## config.mk

```make
export PLATFORM = sky130hd
export DESIGN_NAME = pipe_hazard_ctrl
export DESIGN_NICKNAME = d
export VERILOG_FILES = /design/src/rtl/pipe_pkg.sv /design/src/rtl/hazard_fwd_sel.sv /design/src/rtl/pipe_hazard_ctrl.sv
export SDC_FILE = /design/constraint.sdc
export NUM_CORES = 1
export LEC_CHECK = 0
export BUFFER_PORTS_ARGS = -buffer_cell sky130_fd_sc_hd__buf_2
export CORE_AREA = 10 10 77 79
export CTS_CLUSTER_DIAMETER = 120
export DETAILED_ROUTE_END_ITERATION = 12
export DIE_AREA = 0 0 87 89
export PLACE_DENSITY = 0.83
export REMOVE_ABC_BUFFERS = 1
export SLEW_MARGIN = 15
export SYNTH_ARGS = -nofsm -noshare
export SYNTH_HDL_FRONTEND = slang
export SYNTH_SLANG_ARGS = --single-unit
```

## constraint.sdc

```tcl
create_clock -name i_clk -period 3.4 [get_ports i_clk]
set_input_delay 0.17 -clock i_clk [delete_from_list [all_inputs] [get_ports i_clk]]
set_output_delay 0.17 -clock i_clk [all_outputs]
set_load 0.02 [all_outputs]
```

## src/rtl/pipe_pkg.sv

```systemverilog
// Shared definitions for the pipeline hazard controller.
//   state_t          : hazard controller FSM state encoding
//   FWD_REG/MEM/WB   : EX operand forwarding select codes
//   NOP_INST         : instruction word that IF/ID loads on flush
package pipe_pkg;

    typedef enum logic [1:0] {
        ST_RUN    = 2'd0,
        ST_STALL  = 2'd1,
        ST_FLUSH  = 2'd2,
        ST_HALTED = 2'd3
    } state_t;

    localparam logic [1:0]  FWD_REG  = 2'b00;
    localparam logic [1:0]  FWD_MEM  = 2'b01;
    localparam logic [1:0]  FWD_WB   = 2'b10;

    localparam logic [15:0] NOP_INST = 16'h1000;

endpackage

```

## src/rtl/hazard_fwd_sel.sv

```systemverilog
// Forwarding select for one EX source operand.
//   i_src / i_src_used            : EX operand index and whether it is read
//   i_mem_write_en/_reg           : MEM stage destination
//   i_wb_write_en/_reg            : WB stage destination
//   o_fwd_sel                     : 00 regfile, 01 MEM, 10 WB (MEM is newer, so it wins)
import pipe_pkg::*;

module hazard_fwd_sel #(
    parameter int REG_AW      = 3,
    parameter int ZERO_REG_HW = 0
) (
    input  logic [REG_AW-1:0] i_src,
    input  logic              i_src_used,
    input  logic              i_mem_write_en,
    input  logic [REG_AW-1:0] i_mem_write_reg,
    input  logic              i_wb_write_en,
    input  logic [REG_AW-1:0] i_wb_write_reg,
    output logic [1:0]        o_fwd_sel
);

    logic w_zero;
    logic w_mem_hit;
    logic w_wb_hit;

    // A hardwired-zero register holds no produced value worth forwarding.
    assign w_zero    = (ZERO_REG_HW != 0) && (i_src == '0);
    assign w_mem_hit = i_src_used && !w_zero && i_mem_write_en && (i_src == i_mem_write_reg);
    assign w_wb_hit  = i_src_used && !w_zero && i_wb_write_en  && (i_src == i_wb_write_reg);

    assign o_fwd_sel = w_mem_hit ? FWD_MEM : (w_wb_hit ? FWD_WB : FWD_REG);

endmodule

```

## src/rtl/pipe_hazard_ctrl.sv

```systemverilog
// Central hazard / flush / halt controller for the 5-stage pipeline.
//   i_clk, i_rst                  : clock, synchronous active-high reset
//   i_id_*                        : DEC instruction sources (load-use detect)
//   i_ex_*                        : EX sources, load flag, destination, redirect
//   i_mem_*, i_wb_*               : later-stage destinations (forwarding)
//   i_wb_halt                     : halt reached WB, freezes the pipe
//   o_pc_en, o_fd_en, o_fd_flush  : PC / IF-ID control (flush beats hold)
//   o_dx_flush                    : ID/EX loads a bubble
//   o_fwd_sel                     : 2 bits per EX operand
//   o_halted                      : pipe frozen
//   o_stall_cnt, o_flush_cnt      : saturating perf counters
import pipe_pkg::*;

module pipe_hazard_ctrl #(
    parameter int REG_AW       = 3,
    parameter int NUM_SRC      = 2,
    parameter int STALL_CYCLES = 1,
    parameter int FLUSH_CYCLES = 2,
    parameter int ZERO_REG_HW  = 0,
    parameter int CNT_W        = 16
) (
    input  logic                      i_clk,
    input  logic                      i_rst,
    input  logic                      i_id_valid,
    input  logic [NUM_SRC*REG_AW-1:0] i_id_src,
    input  logic [NUM_SRC-1:0]        i_id_src_used,
    input  logic [NUM_SRC*REG_AW-1:0] i_ex_src,
    input  logic [NUM_SRC-1:0]        i_ex_src_used,
    input  logic                      i_ex_mem_read,
    input  logic                      i_ex_write_en,
    input  logic [REG_AW-1:0]         i_ex_write_reg,
    input  logic                      i_ex_redirect,
    input  logic                      i_mem_write_en,
    input  logic [REG_AW-1:0]         i_mem_write_reg,
    input  logic                      i_wb_write_en,
    input  logic [REG_AW-1:0]         i_wb_write_reg,
    input  logic                      i_wb_halt,
    output logic                      o_pc_en,
    output logic                      o_fd_en,
    output logic                      o_fd_flush,
    output logic                      o_dx_flush,
    output logic [NUM_SRC*2-1:0]      o_fwd_sel,
    output logic                      o_halted,
    output logic [CNT_W-1:0]          o_stall_cnt,
    output logic [CNT_W-1:0]          o_flush_cnt
);

    localparam int MAXC = (STALL_CYCLES > FLUSH_CYCLES) ? STALL_CYCLES : FLUSH_CYCLES;
    localparam int CW   = (MAXC > 1) ? $clog2(MAXC + 1) : 1;

    state_t           r_state, w_state_nxt;
    logic [CW-1:0]    r_cnt, w_cnt_nxt;
    logic [CNT_W-1:0] r_stall_cnt, r_flush_cnt;

    logic w_src_hit, w_hazard;
    logic w_do_halt, w_do_redir, w_do_stall;

    // Load-use: DEC reads the register a load in EX has not produced yet.
    always_comb begin
        w_src_hit = 1'b0;
        for (int k = 0; k < NUM_SRC; k++) begin
            if (i_id_src_used[k] && (i_id_src[k*REG_AW +: REG_AW] == i_ex_write_reg))
                w_src_hit = 1'b1;
        end
    end

    assign w_hazard = i_id_valid && i_ex_mem_read && i_ex_write_en && w_src_hit
                      && !((ZERO_REG_HW != 0) && (i_ex_write_reg == '0));

    // Per-cycle action, priority halt > redirect > stall.
    assign w_do_halt  = (r_state != ST_HALTED) && i_wb_halt;
    assign w_do_redir = (r_state != ST_HALTED) && !i_wb_halt && i_ex_redirect;
    assign w_do_stall = !w_do_halt && !w_do_redir && (r_state != ST_HALTED)
                        && (((r_state == ST_RUN) && w_hazard) || (r_state == ST_STALL));

    // State register
    always_ff @(posedge i_clk) begin
        if (i_rst) begin
            r_state <= ST_RUN;
            r_cnt   <= '0;
        end else begin
            r_state <= w_state_nxt;
            r_cnt   <= w_cnt_nxt;
        end
    end

    // Next-state; r_cnt holds the remaining hold cycles in STALL/FLUSH.
    always_comb begin
        w_state_nxt = r_state;
        w_cnt_nxt   = r_cnt;
        if (w_do_halt) begin
            w_state_nxt = ST_HALTED;
        end else if (w_do_redir) begin
            if (FLUSH_CYCLES > 1) begin
                w_state_nxt = ST_FLUSH;
                w_cnt_nxt   = CW'(FLUSH_CYCLES - 1);
            end else begin
                w_state_nxt = ST_RUN;
                w_cnt_nxt   = '0;
            end
        end else if ((r_state == ST_RUN) && w_hazard) begin
            if (STALL_CYCLES > 1) begin
                w_state_nxt = ST_STALL;
                w_cnt_nxt   = CW'(STALL_CYCLES - 1);
            end
        end else if ((r_state == ST_STALL) || (r_state == ST_FLUSH)) begin
            if (r_cnt <= CW'(1)) begin
                w_state_nxt = ST_RUN;
                w_cnt_nxt   = '0;
            end else begin
                w_cnt_nxt   = r_cnt - CW'(1);
            end
        end
    end

    // Outputs
    always_comb begin
        o_pc_en    = 1'b1;
        o_fd_en    = 1'b1;
        o_fd_flush = 1'b0;
        o_dx_flush = 1'b0;
        o_halted   = (r_state == ST_HALTED);
        if ((r_state == ST_HALTED) || w_do_halt || w_do_stall) begin
            o_pc_en    = 1'b0;
            o_fd_en    = 1'b0;
            o_dx_flush = 1'b1;
        end else if (w_do_redir) begin
            o_fd_flush = 1'b1;
            o_dx_flush = 1'b1;
        end else if (r_state == ST_FLUSH) begin
            o_fd_flush = 1'b1;
        end
    end

    // Saturating perf counters
    always_ff @(posedge i_clk) begin
        if (i_rst) begin
            r_stall_cnt <= '0;
            r_flush_cnt <= '0;
        end else begin
            if (w_do_stall && (r_stall_cnt != '1)) r_stall_cnt <= r_stall_cnt + CNT_W'(1);
            if (w_do_redir && (r_flush_cnt != '1)) r_flush_cnt <= r_flush_cnt + CNT_W'(1);
        end
    end

    assign o_stall_cnt = r_stall_cnt;
    assign o_flush_cnt = r_flush_cnt;

    genvar g;
    generate
        for (g = 0; g < NUM_SRC; g++) begin : g_fwd
            hazard_fwd_sel #(
                .REG_AW      (REG_AW),
                .ZERO_REG_HW (ZERO_REG_HW)
            ) u_fwd (
                .i_src           (i_ex_src[g*REG_AW +: REG_AW]),
                .i_src_used      (i_ex_src_used[g]),
                .i_mem_write_en  (i_mem_write_en),
                .i_mem_write_reg (i_mem_write_reg),
                .i_wb_write_en   (i_wb_write_en),
                .i_wb_write_reg  (i_wb_write_reg),
                .o_fwd_sel       (o_fwd_sel[g*2 +: 2])
            );
        end
    endgenerate

endmodule

```

==> impl_metrics.yaml <==
clock_tree:
  htreeDepth: 2
  postCtsSetupBuffers: 0
  cts_tree: "yes"
  ctsHoldBuffers: 0
  clk_latency_ns: 0.29
  path_clk_slew_ns: 0.07
  numCtsBuffers: 5
  post_cts_resized: 0
  cts_root_buffer: "clkbuf_8"
  ctsLongestPathBuffers: 2
  clock-sinks: 36
place:
  io_buffers: 74
  dpl_cell_area_sq_mm: 0.00271
  dp_hpwl_mm: 4.69
  routabilityCongestion: 0.845
layout:
  num-nets-final: 380
  syn_to_final_growth_pct: 20.1
  diodes: 0
  design_area_sq_mm: 0.00281
  drive_above_1_share_pct: 26.5
synth:
  synth_top_area_share_pct: 30.9
  synth_area_leaders: "dfxtp_1 (31%), mux2_1 (7.7%), xor2_1 (6.0%), nor2_1 (4.5%), nor2b_1 (4.3%)"
  ys_warn_count: 0
  yosysSeqAreaShare_pct: 30.9
  synth_area_sq_mm: 0.00234
  syn_area_per_cell_sq_um: 8.65
  synth_cells: 270
  synth_cell_types: 46
  synthFlopType: "dfxtp_1"
  synth_most_common_cell: "dfxtp_1"
  synth_top_cell_by_area: "dfxtp_1"
  synth-seq-cells: 36
  synth_edf_count: 0
  synth_common_cells: "dfxtp_1 (36), nor2_1 (28), mux2_1 (16), nor2b_1 (16), xor2_1 (16)"
  synth-async-reset-ratio_pct: 0
global_routing:
  grt_overflow: 0
  grt_pass1_wl_mm: 10.0
  globalRouteMet3Util_pct: 5.74
  grt_usage_pct: 15.6
  grt_busiest_layer: "met2"
  first_global_vias: 2234
  grt_max_degree: 53
  grt_use_met1_pct: 17.2
  use_met2_pct: 26.8
  antenna_found_initial: 0
critical_path:
  regToRegStartpoint: "r_state[0]"
  critPathBufInv: 2
  reg2reg_to: "o_stall_cnt[13]"
  crit_type: "flip-flop to output pin"
  crit_required_ns: 3.23
  cp-start-kind: "flip-flop"
  cpPeakStageDelay_ns: 0.39
  crit_chain: "inv_1 > ha_1 > and4_1 > o21ai_2 > a21oi_1 > nor3_1 > buf_2"
  critPathMaxFanout: 14
  path_delay_family: "simple AND/OR/NAND/NOR gates"
  crit_arrival_ns: 2.02
  worst-r2r-setup-slack_ns: 1.25
  path_depth: 7
  rr_worst_depth: 5
  cp-end-kind: "output pin"
  cp_slowest_cell: "dfxtp_1"
hold_path:
  hp-class: "input pin to flip-flop"
  min_from: "i_ex_redirect"
  hold_path_depth: 4
  holdPathEnd: "o_stall_cnt[1]"
die:
  dieWidth_microns: 87
  die-area_sq_mm: 0.00774
  fp.dieH_microns: 89
  ios: 75
  fp.coreArea_sq_mm: 0.00454
  rows: 25
  initial_core_util_pct: 51.5
routing:
  drt_iter0_markers: 190
  viasPerCell: 5.84
  wl_per_cell_microns: 15.8
  drt-pass1-iter-count: 4
  ant_nets: 0
  totalWireLength_mm: 6.22
  dr_total_vias: 2299
  drc: 0
sta:
  final.min_clock_period_ns: 2.19
  finalHoldViolCount: 0
  worstMarginPinSlew_ns: 0.900
  setup_viol: 0
  fmax_mhz: 456
  slew-limit-headroom_pct: 40.0
  rsz0062_at_grt: "no"
  tns_ns: 0
  finalCritPeriodShare_pct: 64.5
  finalMaxSlewViolations: 0
  fin_skew_ns: 0.00687
power_and_ir_drop:
  power_mw: 0.892
  p_leak_nw: 1.23
  power_density_mw_per_mm2: 318
  vdd_drop_max_v: 0.000272
job:
  maxCapViolCount: 0
run_status:
  status: "complete, no violations"
==> cells in the final DEF (no fill, tap or decap), types with 5 or more instances in the layout <==
cell type,synthesis,routed
buf_2,2,74
dfxtp_1,36,36
nor2_1,28,28
xor2_1,16,16
nor2b_1,16,16
mux2_1,16,16
nand3_1,14,14
a21oi_1,12,12
nand2_1,12,12
xnor2_1,11,11
nand4_1,11,11
nor3_1,8,8
and4_1,8,8
a211oi_1,7,7
clkbuf_8,1,7
o2111ai_1,6,6
ha_1,6,6
o21ai_1,5,5
==> through the flow <==
stage                     util, %  cells  setup slack (ns)  hold slack [ns]
after global routing         61.8    394             0.990            0.377
final                        61.8    394              1.21            0.343
after floorplan                 -    259              1.30            0.239
after CTS                    61.8    394              1.19            0.332
after global placement       59.7    387              1.39            0.479
after detailed placement     59.7    387              1.32            0.484
==> cells by family after synthesis <==
| logic type | synth area share [%] |
|---|---|
| AND/OR/NAND/NOR | 30.0 |
| AO/OA/AOI/OAI | 14.2 |
| flip-flops | 30.9 |
| XOR/XNOR | 10.1 |
| multiplexers | 8.14 |
| buffers and inverters | 3.43 |
| adder cells (fa/ha/maj) | 3.21 |
==> power breakdown <==
| group | total, mW | internal, mW | switching [mW] | leakage, nW |
|---|---|---|---|---|
| combinational | 0.129 | 0.0509 | 0.0781 | 0.884 |
| clock | 0.331 | 0.180 | 0.151 | 0.0503 |
| sequential | 0.432 | 0.426 | 0.00533 | 0.291 |
| total | 0.892 | 0.658 | 0.234 | 1.23 |
==> flip-flops by register name, summed over array words and instances, names as in the netlist <==
name / count
o_flush_cnt: 16
o_stall_cnt: 16
r_cnt: 2
r_state: 2
==> layer usage <==
layer  up-vias  routed length [microns]
met2        62                     3150
met1      1094                     2510
met4         0                      102
met5         -                        0
li1       1133                        -
met3        10                      459
==> final cells by class <==
cell class              instances  area (sq um)
inverters                       4          15.0
fillers                       422          1730
well taps                      54          67.6
repair buffers                 74           370
multi-input cells             219          1540
flip-flops and latches         36           721
clock buffers                   7          96.3
==> how the worst max path moves through the flow <==
stage | from | slack (ns) | end
after floorplan | r_state[0] | 1.30 | o_fd_en
after global placement | r_state[0] | 1.39 | o_stall_cnt[7]
after detailed placement | r_state[0] | 1.32 | o_stall_cnt[3]
after CTS | r_state[0] | 1.19 | o_fd_en
after global routing | r_state[0] | 0.99 | o_fd_en
final | r_state[0] | 1.21 | o_fd_en
==> worst reg2reg max path, stage by stage (launching register included) <==
cell	delay, ns
dfxtp_1	0.35
ha_1	0.33
nor3_4	0.43
nand2_1	0.23
a211oi_1	0.34
mux2_1	0.36
Note: power is estimated with default switching activity, not from simulation.
